File: config.mk
export PLATFORM = sky130hd
export DESIGN_NAME = music_seq_ctrl
export DESIGN_NICKNAME = d
export VERILOG_FILES = /design/src/rtl/music_seq_ctrl.sv
export SDC_FILE = /design/constraint.sdc
export NUM_CORES = 1
export LEC_CHECK = 0
export ABC_AREA = 1
export CAP_MARGIN = 20
export CORE_MARGIN = 2
export CORE_UTILIZATION = 50
export DETAILED_ROUTE_END_ITERATION = 8
export PLACE_DENSITY = 0.78
export REMOVE_ABC_BUFFERS = 1
export SETUP_SLACK_MARGIN = 0.5
export SLEW_MARGIN = 20
export SYNTH_ARGS = -nofsm -noshare
export SYNTH_HDL_FRONTEND = slang
export SYNTH_SLANG_ARGS = --single-unit
File: constraint.sdc
create_clock -name clk -period 3.9 [get_ports clk]
set_clock_uncertainty 0.2 [all_clocks]
set_input_delay 0.975 -clock clk [delete_from_list [all_inputs] [get_ports clk]]
set_output_delay 0.975 -clock clk [all_outputs]
set_load 0.01 [all_outputs]
File: src/rtl/music_seq_ctrl.sv
// music_seq_ctrl: song ROM playback sequencer driving a square-wave buzzer.
// Ports: clk, rst (async high); start_i/stop_i/loop_en_i user controls;
//   rom_addr_o/rom_en_o/rom_data_i song ROM (1-cycle read latency);
//   buzzer_o audio; playing_o busy flag; done_o end-of-song pulse.
module music_seq_ctrl #(
  parameter int ADDR_WIDTH = 16,
  parameter int DATA_WIDTH = 32,
  parameter int TICK_DIV   = 1_000_000,
  parameter int GAP_TICKS  = 2
) (
  input  logic                  clk,
  input  logic                  rst,
  input  logic                  start_i,
  input  logic                  stop_i,
  input  logic                  loop_en_i,
  output logic [ADDR_WIDTH-1:0] rom_addr_o,
  output logic                  rom_en_o,
  input  logic [DATA_WIDTH-1:0] rom_data_i,
  output logic                  buzzer_o,
  output logic                  playing_o,
  output logic                  done_o
);

  localparam int PW = $clog2(TICK_DIV);

  typedef enum logic [2:0] {
    S_IDLE,
    S_FETCH,
    S_DECODE,
    S_PLAY,
    S_GAP,
    S_END
  } state_t;

  state_t state, state_n;

  logic [ADDR_WIDTH-1:0] addr;
  logic [15:0]           half;
  logic [15:0]           ticks;
  logic [15:0]           tone;
  logic [PW-1:0]         presc;
  logic                  buzz;

  logic addr_clr, addr_inc;
  logic note_load, gap_load;
  logic adv, wrap_req;

  logic end_mark, dur_zero;
  logic tick_wrap, last_tick;
  logic at_max, tone_edge;

  assign end_mark  = (rom_data_i == {DATA_WIDTH{1'b1}});
  assign dur_zero  = (rom_data_i[15:0] == 16'd0);
  assign tick_wrap = (presc == PW'(TICK_DIV - 1));
  assign last_tick = tick_wrap && (ticks == 16'd1);
  assign at_max    = (addr == {ADDR_WIDTH{1'b1}});
  assign tone_edge = (half != 16'd0) && (tone == half - 16'd1);

  always_ff @(posedge clk or posedge rst) begin
    if (rst) state <= S_IDLE;
    else     state <= state_n;
  end

  always_comb begin
    state_n   = state;
    addr_clr  = 1'b0;
    addr_inc  = 1'b0;
    note_load = 1'b0;
    gap_load  = 1'b0;
    adv       = 1'b0;
    wrap_req  = 1'b0;
    unique case (state)
      S_IDLE: begin
        if (start_i && !stop_i) begin
          addr_clr = 1'b1;
          state_n  = S_FETCH;
        end
      end
      S_FETCH: state_n = S_DECODE;
      S_DECODE: begin
        if (end_mark) begin
          wrap_req = 1'b1;
        end else if (dur_zero) begin
          adv = 1'b1;
        end else begin
          note_load = 1'b1;
          state_n   = S_PLAY;
        end
      end
      S_PLAY: begin
        if (last_tick) begin
          if (GAP_TICKS == 0) begin
            adv = 1'b1;
          end else begin
            gap_load = 1'b1;
            state_n  = S_GAP;
          end
        end
      end
      S_GAP: begin
        if (last_tick) adv = 1'b1;
      end
      S_END: state_n = S_IDLE;
      default: state_n = S_IDLE;
    endcase
    // Advancing past the last ROM address behaves like an end marker.
    if (adv) begin
      if (at_max) begin
        wrap_req = 1'b1;
      end else begin
        addr_inc = 1'b1;
        state_n  = S_FETCH;
      end
    end
    if (wrap_req) begin
      if (loop_en_i) begin
        addr_clr = 1'b1;
        state_n  = S_FETCH;
      end else begin
        state_n = S_END;
      end
    end
    if (stop_i && state != S_IDLE) begin
      state_n   = S_IDLE;
      addr_clr  = 1'b0;
      addr_inc  = 1'b0;
      note_load = 1'b0;
      gap_load  = 1'b0;
    end
  end

  always_ff @(posedge clk or posedge rst) begin
    if (rst) begin
      addr  <= '0;
      half  <= '0;
      ticks <= '0;
      tone  <= '0;
      presc <= '0;
      buzz  <= 1'b0;
    end else begin
      if (addr_clr)      addr <= '0;
      else if (addr_inc) addr <= addr + ADDR_WIDTH'(1);

      // PLAY and GAP share the prescaler and tick counter.
      if (note_load) begin
        half  <= rom_data_i[31:16];
        ticks <= rom_data_i[15:0];
        presc <= '0;
      end else if (gap_load) begin
        ticks <= 16'(GAP_TICKS);
        presc <= '0;
      end else if (state == S_PLAY || state == S_GAP) begin
        if (tick_wrap) begin
          presc <= '0;
          ticks <= ticks - 16'd1;
        end else begin
          presc <= presc + PW'(1);
        end
      end

      if (note_load) begin
        tone <= '0;
      end else if (state == S_PLAY && half != 16'd0) begin
        if (tone_edge) tone <= '0;
        else           tone <= tone + 16'd1;
      end

      // Buzzer is silent in every state but PLAY, including on stop.
      if (state_n != S_PLAY || note_load) buzz <= 1'b0;
      else if (state == S_PLAY && tone_edge) buzz <= ~buzz;
    end
  end

  assign rom_addr_o = addr;
  assign rom_en_o   = (state == S_FETCH);
  assign buzzer_o   = buzz;
  assign playing_o  = (state != S_IDLE);
  assign done_o     = (state == S_END);

endmodule
==> results.py, run 1 <==
metrics = {
    "setup_path": {
        "critPathCaptureType": "flip-flop",
        "r2r_setup_slack_ps": 1270,
        "r2r-start": "presc[1]",
        "worst_path_max_delay_cell": "clkdlybuf4s50_1",
        "path_delay_family": "simple AND/OR/NAND/NOR gates",
        "cp-startpoint": "rom_data_i[5]",
        "crit_fanout": 27,
        "cp.depth": 14,
        "required_ps": 3940,
        "start_kind": "primary input",
        "cp_common_cell": "nand2_1",
        "rr_worst_depth": 13,
        "path_buf_inv": 3,
        "setup.worst_path.class": "primary input to flip-flop",
        "worstPathArrival_ps": 3080,
        "cp-endpoint": "ticks[11]",
        "crit_path_max_incr_delay_ps": 520,
        "worstReg2RegEnd": "ticks[11]",
        "crit_chain": "clkdlybuf4s50_1, nand2_1, nor2_1, nand2_1, nor2_1, nand2_1, nand2_1, nand2_2, nand2_4, inv_4, o21ai_4, inv_4, nand2_1, o21ai_1",
    },
    "floorplanning": {
        "core-area_mm2": 0.01201,
        "dieHeight_um": 115.0,
        "start_util_pct": 51.29,
        "ios": 57,
        "die_area_mm2": 0.01323,
        "die_w_um": 115.0,
        "rows": 40,
    },
    "cts": {
        "clockBufferDepth": 2,
        "cts_root_buffer": "clkbuf_16",
        "h-tree-depth": 3,
        "hold_buffers": 0,
        "cts_sinks": 88,
        "cts_resized": 0,
        "post_cts_buffers": 0,
        "clk_pin_slew_ps": 70,
        "cts_tree": "built",
        "insertion_delay_ps": 360,
        "cts-buffers-inserted": 9,
    },
    "finish": {
        "final_cells": 1112,
        "most-common-layout-cells": "266 x nand2_1, 135 x nor2_1, 97 x inv_1",
        "stdcell_area_mm2": 0.007127,
        "drive_gt1_share_pct": 5.492,
        "antenna_cells": 0,
        "syn_to_final_growth_pct": 15.68,
        "final_common_cell": "nand2_1",
        "layout.nets": 1003,
    },
    "sta": {
        "timing.final.max_slew_violations": 0,
        "fmax_mhz": 328.6,
        "relSlewSlack_pct": 37.57,
        "post-route-period-util_pct": 78.04,
        "setup_viol": 0,
        "rsz0062_at_grt": "false",
        "hold_viol": 0,
        "fin_crit_ps": 3043,
        "finalWorstSetupSlack_ps": 856.6,
        "finalSetupTns_ps": 0,
        "tightest_slew_ps": 935.5,
    },
    "hold_path": {
        "hold_class": "flip-flop to flip-flop",
    },
    "pwr": {
        "p_leak_nw": 3.276,
        "power_density_mw_per_mm2": 542.1,
        "ir_worst_vdd_mv": 0.3492,
    },
    "grt": {
        "grt_use_total_pct": 24.42,
        "grt_first_pass_wirelength_mm": 25.84,
        "antenna_found_initial": 0,
        "grt_pass1_vias": 5618,
        "grt_max_degree": 53,
        "overflow": 0,
    },
    "place": {
        "dp_slack_ps": 414.0,
        "hpwl_mm": 11.12,
        "port_buffers": 56,
        "place_congestion": 0.9457,
        "dpl.cell_count": 1095,
        "placed_cell_area_mm2": 0.006812,
    },
    "synth": {
        "synthesis.area_mm2": 0.006161,
        "ys_seq_area_share_pct": 35.74,
        "ys_ff_latch": 88,
        "syn-instance-count": 910,
        "ys_types": 41,
        "yosysWarnings": 0,
        "syn_area_per_cell_um2": 6.770,
    },
    "flow_run": {
        "cap_violations": 0,
    },
    "detailed_routing": {
        "drtAntennaViolNets": 0,
        "vias": 5955,
        "wl_per_cell_um": 13.70,
        "drc": 0,
        "avgViaCountPerCell": 5.355,
        "dr.pass1.iters": 4,
        "totalWireLength_mm": 15.24,
        "drtIter0Drc": 409,
    },
    "outcome": {
        "status": "finished, final reports clean",
    },
}
==> stage by stage <==
| step | utilization [%] | total power [mW] | hold slack (ps) |
|---|---|---|---|
| final | 59.33 | 3.864 | 323.3 |
| after global routing | 59.33 | 4.171 | 332.6 |
| after CTS | 59.25 | 3.850 | 320.2 |
| after detailed placement | 56.71 | 2.939 | 303.8 |
| after global placement | 56.71 | 2.906 | 297.1 |
| after floorplan | - | 2.516 | 275.0 |
==> how the worst min path moves through the flow <==
stage	depth (start not counted)	startpoint	end
after floorplan	2	presc[1]	presc[1]
after global placement	2	presc[1]	presc[1]
after detailed placement	2	presc[1]	presc[1]
after CTS	2	presc[1]	presc[1]
after global routing	2	presc[1]	presc[1]
final	2	presc[1]	presc[1]
==> cell usage after synthesis (all sizes together) <==
master  number  area [um^2]
a21boi       1        11.26
a21oi       15        75.07
a31oi        1        6.260
and2         1        6.260
and3         1        6.260
buf         14        100.1
clkbuf       6        22.52
clkinv       1        3.750
dfrtp       88         2202
ha           6        75.07
inv        108        410.4
nand2      271         1035
nand3       66        367.9
nand3b       2        15.01
nand4       27        168.9
nor2       139        536.8
nor3        29        165.2
nor3b        1        7.510
nor4         7        43.79
o21ai       57        296.5
o21bai       2        15.01
o22ai        4        25.02
o31ai        2        20.02
or2          1        6.260
xnor2       12        105.1
xnor3        1        22.52
xor2        47        411.6
==> layer usage <==
layer | up-vias | global-route usage [%] | routed length, um
met5 | - | 0 | 0
met4 | 0 | 9.880 | 349
met3 | 30 | 4.217 | 655
met2 | 156 | 40.00 | 7250
met1 | 2761 | 32.24 | 6981
li1 | 3008 | - | -
==> area by class of cell <==
class	instances	area (um^2)
clock buffer	10	239.0
clock inverter	6	66.31
fill	1123	4885
inverter	109	415.4
multi-input combinational	694	3432
sequential	88	2202
tap	147	183.9
timing repair buffer	58	588.1
==> registers in the layout (all words and copies together) (netlist names) <==
register,flops
presc,20
half,16
state,3
rom_addr_o,16
tone,16
buzzer_o,1
ticks,16
==> logic make-up after synthesis <==
| family | synth area share (%) |
|---|---|
| XOR/XNOR | 8.753 |
| buffers and inverters | 8.712 |
| flip-flops | 35.74 |
| adder cells (fa/ha/maj) | 1.218 |
| AND/OR/NAND/NOR | 38.28 |
| AO/OA/AOI/OAI | 7.291 |
==> worst reg2reg max path: stages, from the launching register on <==
cell and delay (ps):
dfrtp_1 370, ha_1 280, nand3_2 150, inv_2 130, nand3_2 100, nor2_4 210
nand3_2 110, nand2_2 110, nand2_4 90, nand3_4 190, o21ai_4 170, inv_4 260
nand2_1 110, o21ai_1 90
==> power by group <==
group | total (mW) | switching [mW] | internal, mW
clock network | 0.900 | 0.383 | 0.517
logic | 1.61 | 1.04 | 0.562
registers | 1.36 | 0.228 | 1.13
total | 3.86 | 1.65 | 2.21
(Power assumes the default switching activity.)
==> run 2: changes to the inputs <==
==> constraint.sdc (replaced) <==
create_clock -name clk -period 3.2 [get_ports clk]
set_clock_uncertainty 0.2 [all_clocks]
set_input_delay 0.8 -clock clk [delete_from_list [all_inputs] [get_ports clk]]
set_output_delay 0.8 -clock clk [all_outputs]
set_load 0.01 [all_outputs]
==> run 2 against run 1 <==
  * Cell count up 1.2%
  * Via count up 0.30%
  * Sequential power is 22% higher
  * Global-route usage down 0.48 points
  * First-iteration DRC count is 27% higher
  * Sequential cell count unchanged
  * Routed wire length rose by 1.1%
  * Critical path type unchanged
  * Largest cell class unchanged
==> results.py, run 2 (synthesis gave the netlist of run 1 again) <==
metrics = {
    "setup_path": {
        "cp-startpoint": "rom_data_i[21]",
        "critPathCaptureType": "flip-flop",
        "r2r_setup_slack_ps": 650,
        "worst_path_max_delay_cell": "clkdlybuf4s50_1",
        "path_buf_inv": 3,
        "r2r-start": "presc[0]",
        "crit_chain": "clkdlybuf4s50_1, nand2_1, nor2_1, nand2_1, nor2_1, nand2_2, nand2_2, nand2_2, nand2_4, inv_8, o21ai_4, buf_12, o21ai_0, a21oi_1",
        "setup.worst_path.class": "primary input to flip-flop",
        "cp.depth": 14,
        "cp-endpoint": "presc[5]",
        "start_kind": "primary input",
        "cp_common_cell": "nand2_2",
        "worstReg2RegEnd": "ticks[5]",
        "worstPathArrival_ps": 2690,
        "path_delay_family": "simple AND/OR/NAND/NOR gates",
        "crit_fanout": 17,
        "rr_worst_depth": 14,
        "required_ps": 3270,
        "crit_path_max_incr_delay_ps": 480,
    },
    "pwr": {
        "total_power_mw": 4.776,
        "ir_worst_vdd_mv": 0.3631,
        "power_density_mw_per_mm2": 650.2,
        "p_leak_nw": 3.523,
    },
    "finish": {
        "syn_to_final_growth_pct": 19.23,
        "stdcell_area_mm2": 0.007346,
        "most-common-layout-cells": "262 x nand2_1, 132 x nor2_1, 96 x inv_1",
        "largest_register_ffs": 20,
        "antenna_cells": 0,
        "layout.nets": 1016,
        "drive_gt1_share_pct": 7.873,
        "final_common_cell": "nand2_1",
        "fill_cells": 1083,
        "final_cells": 1125,
        "top_register": "presc",
    },
    "outcome": {
        "status": "finished, final reports clean",
    },
    "cts": {
        "clockBufferDepth": 2,
        "cts-buffers-inserted": 9,
        "hold_buffers": 0,
        "cts_tree": "built",
        "cts_sinks": 88,
        "h-tree-depth": 3,
        "cts_root_buffer": "clkbuf_16",
        "insertion_delay_ps": 360,
        "clk_pin_slew_ps": 70,
    },
    "flow_run": {
        "cap_violations": 0,
    },
    "sta": {
        "hold_viol": 0,
        "finalWorstSetupSlack_ps": 581.5,
        "setup_viol": 0,
        "fin_crit_ps": 2619,
        "timing.final.max_slew_violations": 0,
        "relSlewSlack_pct": 66.47,
        "fmax_mhz": 381.9,
        "post-route-period-util_pct": 81.83,
        "tightest_slew_ps": 500.3,
        "rsz0062_at_grt": "false",
    },
    "grt": {
        "antenna_found_initial": 0,
        "grt_use_total_pct": 23.95,
        "grt_max_degree": 89,
        "grt_first_pass_wirelength_mm": 25.31,
        "overflow": 0,
        "grt_pass1_vias": 5363,
    },
    "detailed_routing": {
        "totalWireLength_mm": 15.40,
        "drc": 0,
        "drtAntennaViolNets": 0,
        "vias": 5973,
        "wl_per_cell_um": 13.69,
        "dr.pass1.iters": 5,
        "avgViaCountPerCell": 5.309,
        "drtIter0Drc": 520,
    },
    "place": {
        "dpl.cell_count": 1103,
        "hpwl_mm": 11.13,
        "placed_cell_area_mm2": 0.006884,
        "place_congestion": 0.9023,
        "port_buffers": 56,
        "dp_slack_ps": 99.09,
    },
    "floorplanning": {
        "die_area_mm2": 0.01323,
        "core-area_mm2": 0.01201,
        "ios": 57,
        "die_w_um": 115.0,
        "start_util_pct": 51.29,
        "rows": 40,
        "dieHeight_um": 115.0,
    },
    "hold_path": {
        "hold_class": "flip-flop to flip-flop",
    },
}
run 2: cell count changes in the layout (fill, tap and decap cells not counted), moves of 2 or more:
cell             before  now
buf_12                1    3
nand2_2               4    7
dlymetal6s2s_1        0   22
nor2_1              135  132
inv_8                 0    2
nand2_1             266  262
buf_4                 1   11
nor2_2                3    6
clkinvlp_4            0    4
nand3_4               1    3
clkdlybuf4s50_1      56   34
nand3_2               6    4
run 2: cell type report:
type                       count  area (um^2)  area share (%)
multi-input combinational    693         3473           47.28
sequential                    88         2202           29.98
timing repair buffer          71        769.5           10.48
inverter                     109        431.7           5.876
clock buffer                   9        225.2           3.066
tap                          147        183.9           2.504
clock inverter                 7        53.80          0.7324
timing repair inverter         1        6.256         0.08516
run 2: timing repair:
action | in CTS | in global routing
hold endpoints to repair | 0 | 0
endpoints found under the setup margin | 16 | 80
cloned | 0 | 1
pin swaps | 0 | 9
setup buffers | 1 | 4
resized for setup | 1 | 43
run 2: worst min-delay path by stage:
stage | end | slack, ps | cells past startpoint | start
5_1_grt | ticks[1] | 350 | 2 | ticks[1]
4_1_cts | presc[1] | 320 | 2 | presc[1]
2_1_floorplan | presc[1] | 270 | 2 | presc[1]
6_report | presc[1] | 320 | 2 | presc[1]
3_5_place_dp | presc[1] | 300 | 2 | presc[1]
3_3_place_gp | presc[1] | 300 | 2 | presc[1]
run 2: where the power goes:
group,internal (mW),switching [mW],total [mW]
registers,1.38,0.283,1.66
logic,0.776,1.32,2.10
clock network,0.532,0.487,1.02
run 2: tightest hold or removal path: stages, from the launching register on:
cell and delay, ps:
dfrtp_1 370, nand2_1 60, nand2_1 60
run 2: layer usage:
layer / share of wire [%] / wire length [um] / vias up / track usage, %
li1: - / - / 3024 / -
met1: 46 / 7024 / 2773 / 32.33
met2: 47 / 7221 / 153 / 38.90
met3: 5.4 / 836 / 23 / 4.217
met4: 2.1 / 316 / 0 / 8.514
met5: 0 / 0 / - / 0
run 2: per-stage QoR:
step	hold slack (ps)	util (%)	TNS, ps
global placement	303.8	57.31	0
global route	351.0	61.16	0
detailed placement	301.7	57.31	0
finish	315.2	61.16	0
floorplan	275.0	-	-6913
CTS	318.4	59.72	0
